### config.mk
export PLATFORM = sky130hd
export DESIGN_NAME = color_lookup_flat
export DESIGN_NICKNAME = d
export VERILOG_FILES = /design/src/rtl/color_lookup_if.sv /design/src/rtl/color_lookup.sv /design/src/flat_wrapper.sv
export SDC_FILE = /design/constraint.sdc
export NUM_CORES = 1
export LEC_CHECK = 0
export ABC_AREA = 1
export CAP_MARGIN = 20
export CORE_ASPECT_RATIO = 1.5
export CORE_MARGIN = 8
export CORE_UTILIZATION = 35
export DETAILED_ROUTE_END_ITERATION = 7
export GPL_ROUTABILITY_DRIVEN = 0
export PLACE_DENSITY = 0.81
export SLEW_MARGIN = 20
export SYNTH_ARGS = -nofsm -noshare
export SYNTH_HDL_FRONTEND = slang
export SYNTH_SLANG_ARGS = --single-unit
export TNS_END_PERCENT = 5
### constraint.sdc
create_clock -name clk -period 0.9 [get_ports clk]
set_input_delay 0.18 -clock clk [delete_from_list [all_inputs] [get_ports clk]]
set_output_delay 0.18 -clock clk [all_outputs]
set_load 0.02 [all_outputs]
### src/rtl/color_lookup_if.sv
// color_lookup_if: pixel input, color RAM video port and RGB output bundle
interface color_lookup_if;
  logic       pix_valid;
  logic [7:0] pix_index;
  logic       hblank;
  logic       vblank;
  logic [7:0] ram_a;
  logic       ram_r_n;
  logic [7:0] ram_do;
  logic [3:0] red;
  logic [3:0] green;
  logic [3:0] blue;
  logic       out_valid;
  logic       out_hblank;
  logic       out_vblank;
  modport master (
    output pix_valid, pix_index, hblank, vblank, ram_do,
    input  ram_a, ram_r_n, red, green, blue, out_valid, out_hblank, out_vblank
  );
  modport slave (
    input  pix_valid, pix_index, hblank, vblank, ram_do,
    output ram_a, ram_r_n, red, green, blue, out_valid, out_hblank, out_vblank
  );
endinterface

### src/rtl/color_lookup.sv
// color_lookup: 3-stage palette lookup from color RAM to 4-bit RGB, fixed latency 3
module color_lookup #(
  parameter bit INVERT = 1'b0
) (
  input logic          clk,
  input logic          reset_n,
  color_lookup_if.slave bus
);
  logic       va, ha, vba, vb, hb, vbb;
  logic [7:0] c;
  logic [3:0] r4, g4, b4;
  always_comb begin
    c  = INVERT ? ~bus.ram_do : bus.ram_do;
    r4 = {c[7:5], c[7]};
    g4 = {c[4:2], c[4]};
    b4 = {c[1:0], c[1:0]};
  end
  always_ff @(posedge clk) begin
    if (!reset_n) begin
      bus.ram_a      <= '0;
      bus.ram_r_n    <= 1'b1;
      va             <= 1'b0;
      ha             <= 1'b0;
      vba            <= 1'b0;
      vb             <= 1'b0;
      hb             <= 1'b0;
      vbb            <= 1'b0;
      bus.red        <= '0;
      bus.green      <= '0;
      bus.blue       <= '0;
      bus.out_valid  <= 1'b0;
      bus.out_hblank <= 1'b0;
      bus.out_vblank <= 1'b0;
    end else begin
      va          <= bus.pix_valid;
      bus.ram_r_n <= !(bus.pix_valid && !bus.hblank && !bus.vblank);
      if (bus.pix_valid) begin
        bus.ram_a <= bus.pix_index;
        ha        <= bus.hblank;
        vba       <= bus.vblank;
      end
      vb            <= va;
      hb            <= ha;
      vbb           <= vba;
      bus.out_valid <= vb;
      // ram_do is live in the same cycle as stage-B flags; bubbles leave the outputs untouched
      if (vb) begin
        bus.out_hblank                   <= hb;
        bus.out_vblank                   <= vbb;
        {bus.red, bus.green, bus.blue} <= (hb || vbb) ? 12'h000 : {r4, g4, b4};
      end
    end
  end
endmodule

### src/flat_wrapper.sv
// flat-port wrapper written by rule: the top's interface ports become plain ports
module color_lookup_flat 
#(
  parameter bit INVERT = 1'b0
)
  (clk, reset_n, bus_pix_valid, bus_pix_index, bus_hblank, bus_vblank, bus_ram_do, bus_ram_a, bus_ram_r_n, bus_red, bus_green, bus_blue, bus_out_valid, bus_out_hblank, bus_out_vblank);
  color_lookup_if bus_i ();
  input logic clk;
  input logic reset_n;
  input wire logic [$bits(bus_i.pix_valid)-1:0] bus_pix_valid;
  input wire logic [$bits(bus_i.pix_index)-1:0] bus_pix_index;
  input wire logic [$bits(bus_i.hblank)-1:0] bus_hblank;
  input wire logic [$bits(bus_i.vblank)-1:0] bus_vblank;
  input wire logic [$bits(bus_i.ram_do)-1:0] bus_ram_do;
  output wire logic [$bits(bus_i.ram_a)-1:0] bus_ram_a;
  output wire logic [$bits(bus_i.ram_r_n)-1:0] bus_ram_r_n;
  output wire logic [$bits(bus_i.red)-1:0] bus_red;
  output wire logic [$bits(bus_i.green)-1:0] bus_green;
  output wire logic [$bits(bus_i.blue)-1:0] bus_blue;
  output wire logic [$bits(bus_i.out_valid)-1:0] bus_out_valid;
  output wire logic [$bits(bus_i.out_hblank)-1:0] bus_out_hblank;
  output wire logic [$bits(bus_i.out_vblank)-1:0] bus_out_vblank;
  assign bus_i.pix_valid = bus_pix_valid;
  assign bus_i.pix_index = bus_pix_index;
  assign bus_i.hblank = bus_hblank;
  assign bus_i.vblank = bus_vblank;
  assign bus_i.ram_do = bus_ram_do;
  assign bus_ram_a = bus_i.ram_a;
  assign bus_ram_r_n = bus_i.ram_r_n;
  assign bus_red = bus_i.red;
  assign bus_green = bus_i.green;
  assign bus_blue = bus_i.blue;
  assign bus_out_valid = bus_i.out_valid;
  assign bus_out_hblank = bus_i.out_hblank;
  assign bus_out_vblank = bus_i.out_vblank;
  color_lookup #(.INVERT(INVERT)) u_core (.clk(clk), .reset_n(reset_n), .bus(bus_i));
endmodule
# Word-level counts from Yosys, hierarchy flattened
# Cells that the tools add are included.
[op_classes] muxes=1 reduce_logical=6
[ops] op="two-way mux 12 bit" count=1
[ops] op="zero test 1 bit" count=3
[ops] op="logical AND 1 bit" count=2
[ops] op="logical OR 1 bit" count=1
[word_totals] register_bits=30 input_bits=21 out_inout_bits=24

# Longest topological paths before layout
[logic_depth] ltp_word=4 ltp_mapped=5

# Least setup slack after synthesis
# OpenSTA, ideal clock, no wires.
[synth_path] path_type="reg-to-reg" from="reg u_core.hb" to="reg u_core.bus.blue[1]" setup_time_ns=0.120 arrival_ns=0.700 t_required_ns=0.780 path_slack_ns=0.080 path_stages_with_launch=5 n_path_buf=1 period_less_slack_ns=0.820 cell_sequence="dfxtp_1 > clkbuf_1 > nor2_1 > nand2_1 > a21oi_1"
[synth_via] elab_chain_len=2
[synth_rtl] item="start: declaration" line_no="color_lookup.sv:9" rtl="logic va, ha, vba, vb, hb, vbb;"
[synth_rtl] item="start signal: assignment" line_no="color_lookup.sv:26" rtl="hb <= 1'b0;"
[synth_rtl] item="start signal: assignment" line_no="color_lookup.sv:43" rtl="hb <= ha;"
[synth_rtl] item="logical OR 1 bit" line_no="color_lookup.sv:50" rtl="{bus.red, bus.green, bus.blue} <= (hb || vbb) ? 12'h000 : {r4, g4, b4};"
[synth_rtl] item="two-way mux 12 bit" line_no="color_lookup.sv:50"
[synth_rtl] item="end signal: assignment" line_no="color_lookup.sv:50"
[synth_rtl] item="end: declaration" line_no="color_lookup_if.sv:22" rtl="output ram_a, ram_r_n, red, green, blue, out_valid, out_hblank, out_vblank"
# Every way passes these cells.
# A chain may end at the register's enable or synchronous reset.

# Final worst setup path
[layout_path] from="reg u_core.bus.red[0]" to="out bus_red[0]"
[layout_lines] item="start: declaration" line_no="color_lookup_if.sv:22"
[layout_lines] item="start signal: assignment" line_no="color_lookup.sv:50"
[layout_lines] item="end: declaration" line_no="flat_wrapper.sv:17" rtl="output wire logic [$bits(bus_i.red)-1:0] bus_red;"
# No word-level cell between the ends.

==> impl_metrics.ini <==
[run_status]
outcome = finished with violations
violations = setup timing

[route]
route.detailed.drc = 0
totalWireLength_um = 2430
first_pass_iters = 2
antenna_left = 0
drt_iter0_drc = 14
via_per_inst = 4.34
num_vias = 915
wl_per_cell_um = 11.5

[cells_and_area]
register_area_um2 = 548
antenna_cells = 0
drive_gt1_share_pct = 35.6
fill_cells = 229
area_growth_pct = 66.3
multi_input_area_um2 = 315
nets = 196

[cts]
root_buffer = clkbuf_8
worstSkewPairLatency_ns = 0.27
cts_tree = built
cts.sinks = 26
cts_buffers = 3
cts_setup_buffers = 0
cts_buffer_depth = 2
htree_levels = 1
clk_pin_slew_ns = 0.09

[yosys]
netlist_instances = 124
synthFlopType = dfxtp_1
synth_seq_cells = 26
syn_nets = 145
ys_seq_area_share_pct = 55.0
synth_area_leaders = dfxtp_1 55%, nand2_1 10%, nor2_1 10%
synthArstFlopShare_pct = 0
synthTopCellsByCount = 26 x dfxtp_1, 26 x nand2_1, 26 x nor2_1, 15 x inv_1, 11 x o21ai_0
avgSynthCellArea_um2 = 7.64
synth_edf_count = 0
yosysTopAreaCellShare_pct = 55.0
syn_area_um2 = 947
synth_top_cell_by_area = dfxtp_1
ys_types = 13
yosys_warnings = 0

[timing]
finalCritPeriodShare_pct = 105
fin_ws_ns = -0.0408
worst_pin_slew_ns = 0.186
finalClockSkew_ns = 0.00296
period_minus_slack_ns = 0.941
finalHoldViolations = 0
slew_headroom_pct = 87.5
slew_viol_final = 0
finalSetupViolCount = 23
rsz0062_at_grt = yes
fmax_ghz = 1.06

[pwr]
p_per_area_nw_per_um2 = 1530
swShare_pct = 24.2
peakVddDrop_mv = 1.07
p_switching_uw = 584
p_int_uw = 1830
seqPwrFrac_pct = 52.2
comb_power_share_pct = 16.7
p_total_uw = 2410
leakage_uw = 0.000758
pwr-share-clk_pct = 31.1

[grt]
grt_pass1_wl_um = 4040
grt_pass1_vias = 987
grt_max_degree = 15
antenna_found_initial = 0
grt-ovfl-total = 0
grt_usage_pct = 11.2

[worst_setup_path]
worstPathCellList = buf_6
slowest_stage = dfxtp_2
critical_path_class = register to primary output
required_ns = 0.72
cp_num_buf_inv = 1
start_kind = register
crit_family = flip-flops
slowest_delay_ns = 0.36
worst_ep_arrival_time_ns = 0.76
crit_fanout = 3
critPathCaptureType = primary output

[die]
ios = 45
row_count = 23
die_area_um2 = 4660
die_height_um = 79.7
initial_core_util_pct = 36.2
die_x_um = 58.5
core_um2 = 2620

[min_path]
hold_class = input pin to register

[place]
dpl.hpwl_um = 1900
port-buffer-count = 44
place_ws_ns = -0.344

[job]
max_cap_viol_count = 0
logic make-up (layout without fill, tap and decap cells):
group | after synthesis | in the layout | share of synthesized area (%)
buf+inv | 25 | 75 | 11.8
simple gates | 53 | 53 | 22.7
flops | 26 | 26 | 55.0
compound gates | 20 | 20 | 10.6
layout make-up:
| cell class | count | share of cell area, % |
|---|---|---|
| Sequential cell | 26 | 34.8 |
| Timing Repair Buffer | 53 | 34.3 |
| Multi-Input combinational cell | 73 | 20.0 |
| Inverter | 18 | 4.45 |
| Clock buffer | 4 | 3.49 |
| Tap cell | 37 | 2.94 |
stage by stage:
step	util [%]	instance area, um2	setup TNS, ns	hold slack [ns]	std cells
2_1_floorplan	-	947	0	0.273	124
3_3_place_gp	56.1	1470	-10.60	0.420	207
3_5_place_dp	56.1	1470	-11.83	0.421	207
4_1_cts	60.0	1570	-0.516	0.348	211
5_1_grt	60.2	1580	-0.940	0.385	211
6_report	60.2	1580	-0.357	0.353	211
final timing paths:
check / startpoint / end / slack [ns] / cells after the start
worst max-delay path: u_core.bus.red[0] / bus_red[0] / -0.04 / 1
worst min-delay path: reset_n / u_core.vb / 0.35 / 3
worst max register to register: u_core.vb / u_core.bus.blue[2] / 0.08 / 4
worst min register to register: u_core.ha / u_core.hb / 0.43 / 2
registers in the layout (all words and copies together) (netlist names):
name                   flops
u_core.bus.ram_a           8
u_core.hb                  1
u_core.bus.red             3
u_core.bus.out_vblank      1
u_core.bus.green           3
u_core.bus.blue            2
u_core.va                  1
u_core.ha                  1
u_core.bus.out_hblank      1
u_core.bus.ram_r_n         1
u_core.vbb                 1
u_core.vb                  1
u_core.vba                 1
u_core.bus.out_valid       1
power groups by stage:
stage,Combinational (uW),Clock (uW),Sequential [uW]
after floorplan,125,0,1310
after global placement,388,0,1270
after detailed placement,397,0,1270
after CTS,404,760,1260
after global routing,438,800,1270
final,402,750,1260
metal layers:
layer / vias to the layer above / share of wire, % / global-route usage [%]
li1: 467 / - / -
met1: 407 / 34 / 8.81
met2: 36 / 51 / 20.6
met3: 5 / 12 / 5.97
met4: 0 / 2.1 / 6.65
met5: - / 0 / 0
layout by cell type, fill, tap and decap left out:
cell type        synthesis  final
inv_1                   15     15
dlygate4sd2_1            0      2
nor2_1                  26     26
nor2_8                   1      1
inv_2                    2      1
a21oi_1                  9      9
nand2_1                 26     26
inv_4                    0      1
clkdlybuf4s50_1          0     18
dfxtp_1                 26      4
clkbuf_8                 0      4
clkinv_1                 1      1
dfxtp_2                  0     22
buf_12                   0      1
o21ai_0                 11     11
buf_4                    4     10
buf_6                    0     22
timing repair:
action	in CTS	in global routing
endpoints found under the setup margin	38	33
gates resized for setup	164	3
hold buffers	0	0
endpoints found under the hold margin	0	0
pin swaps	0	0
(Power assumes the default switching activity.)
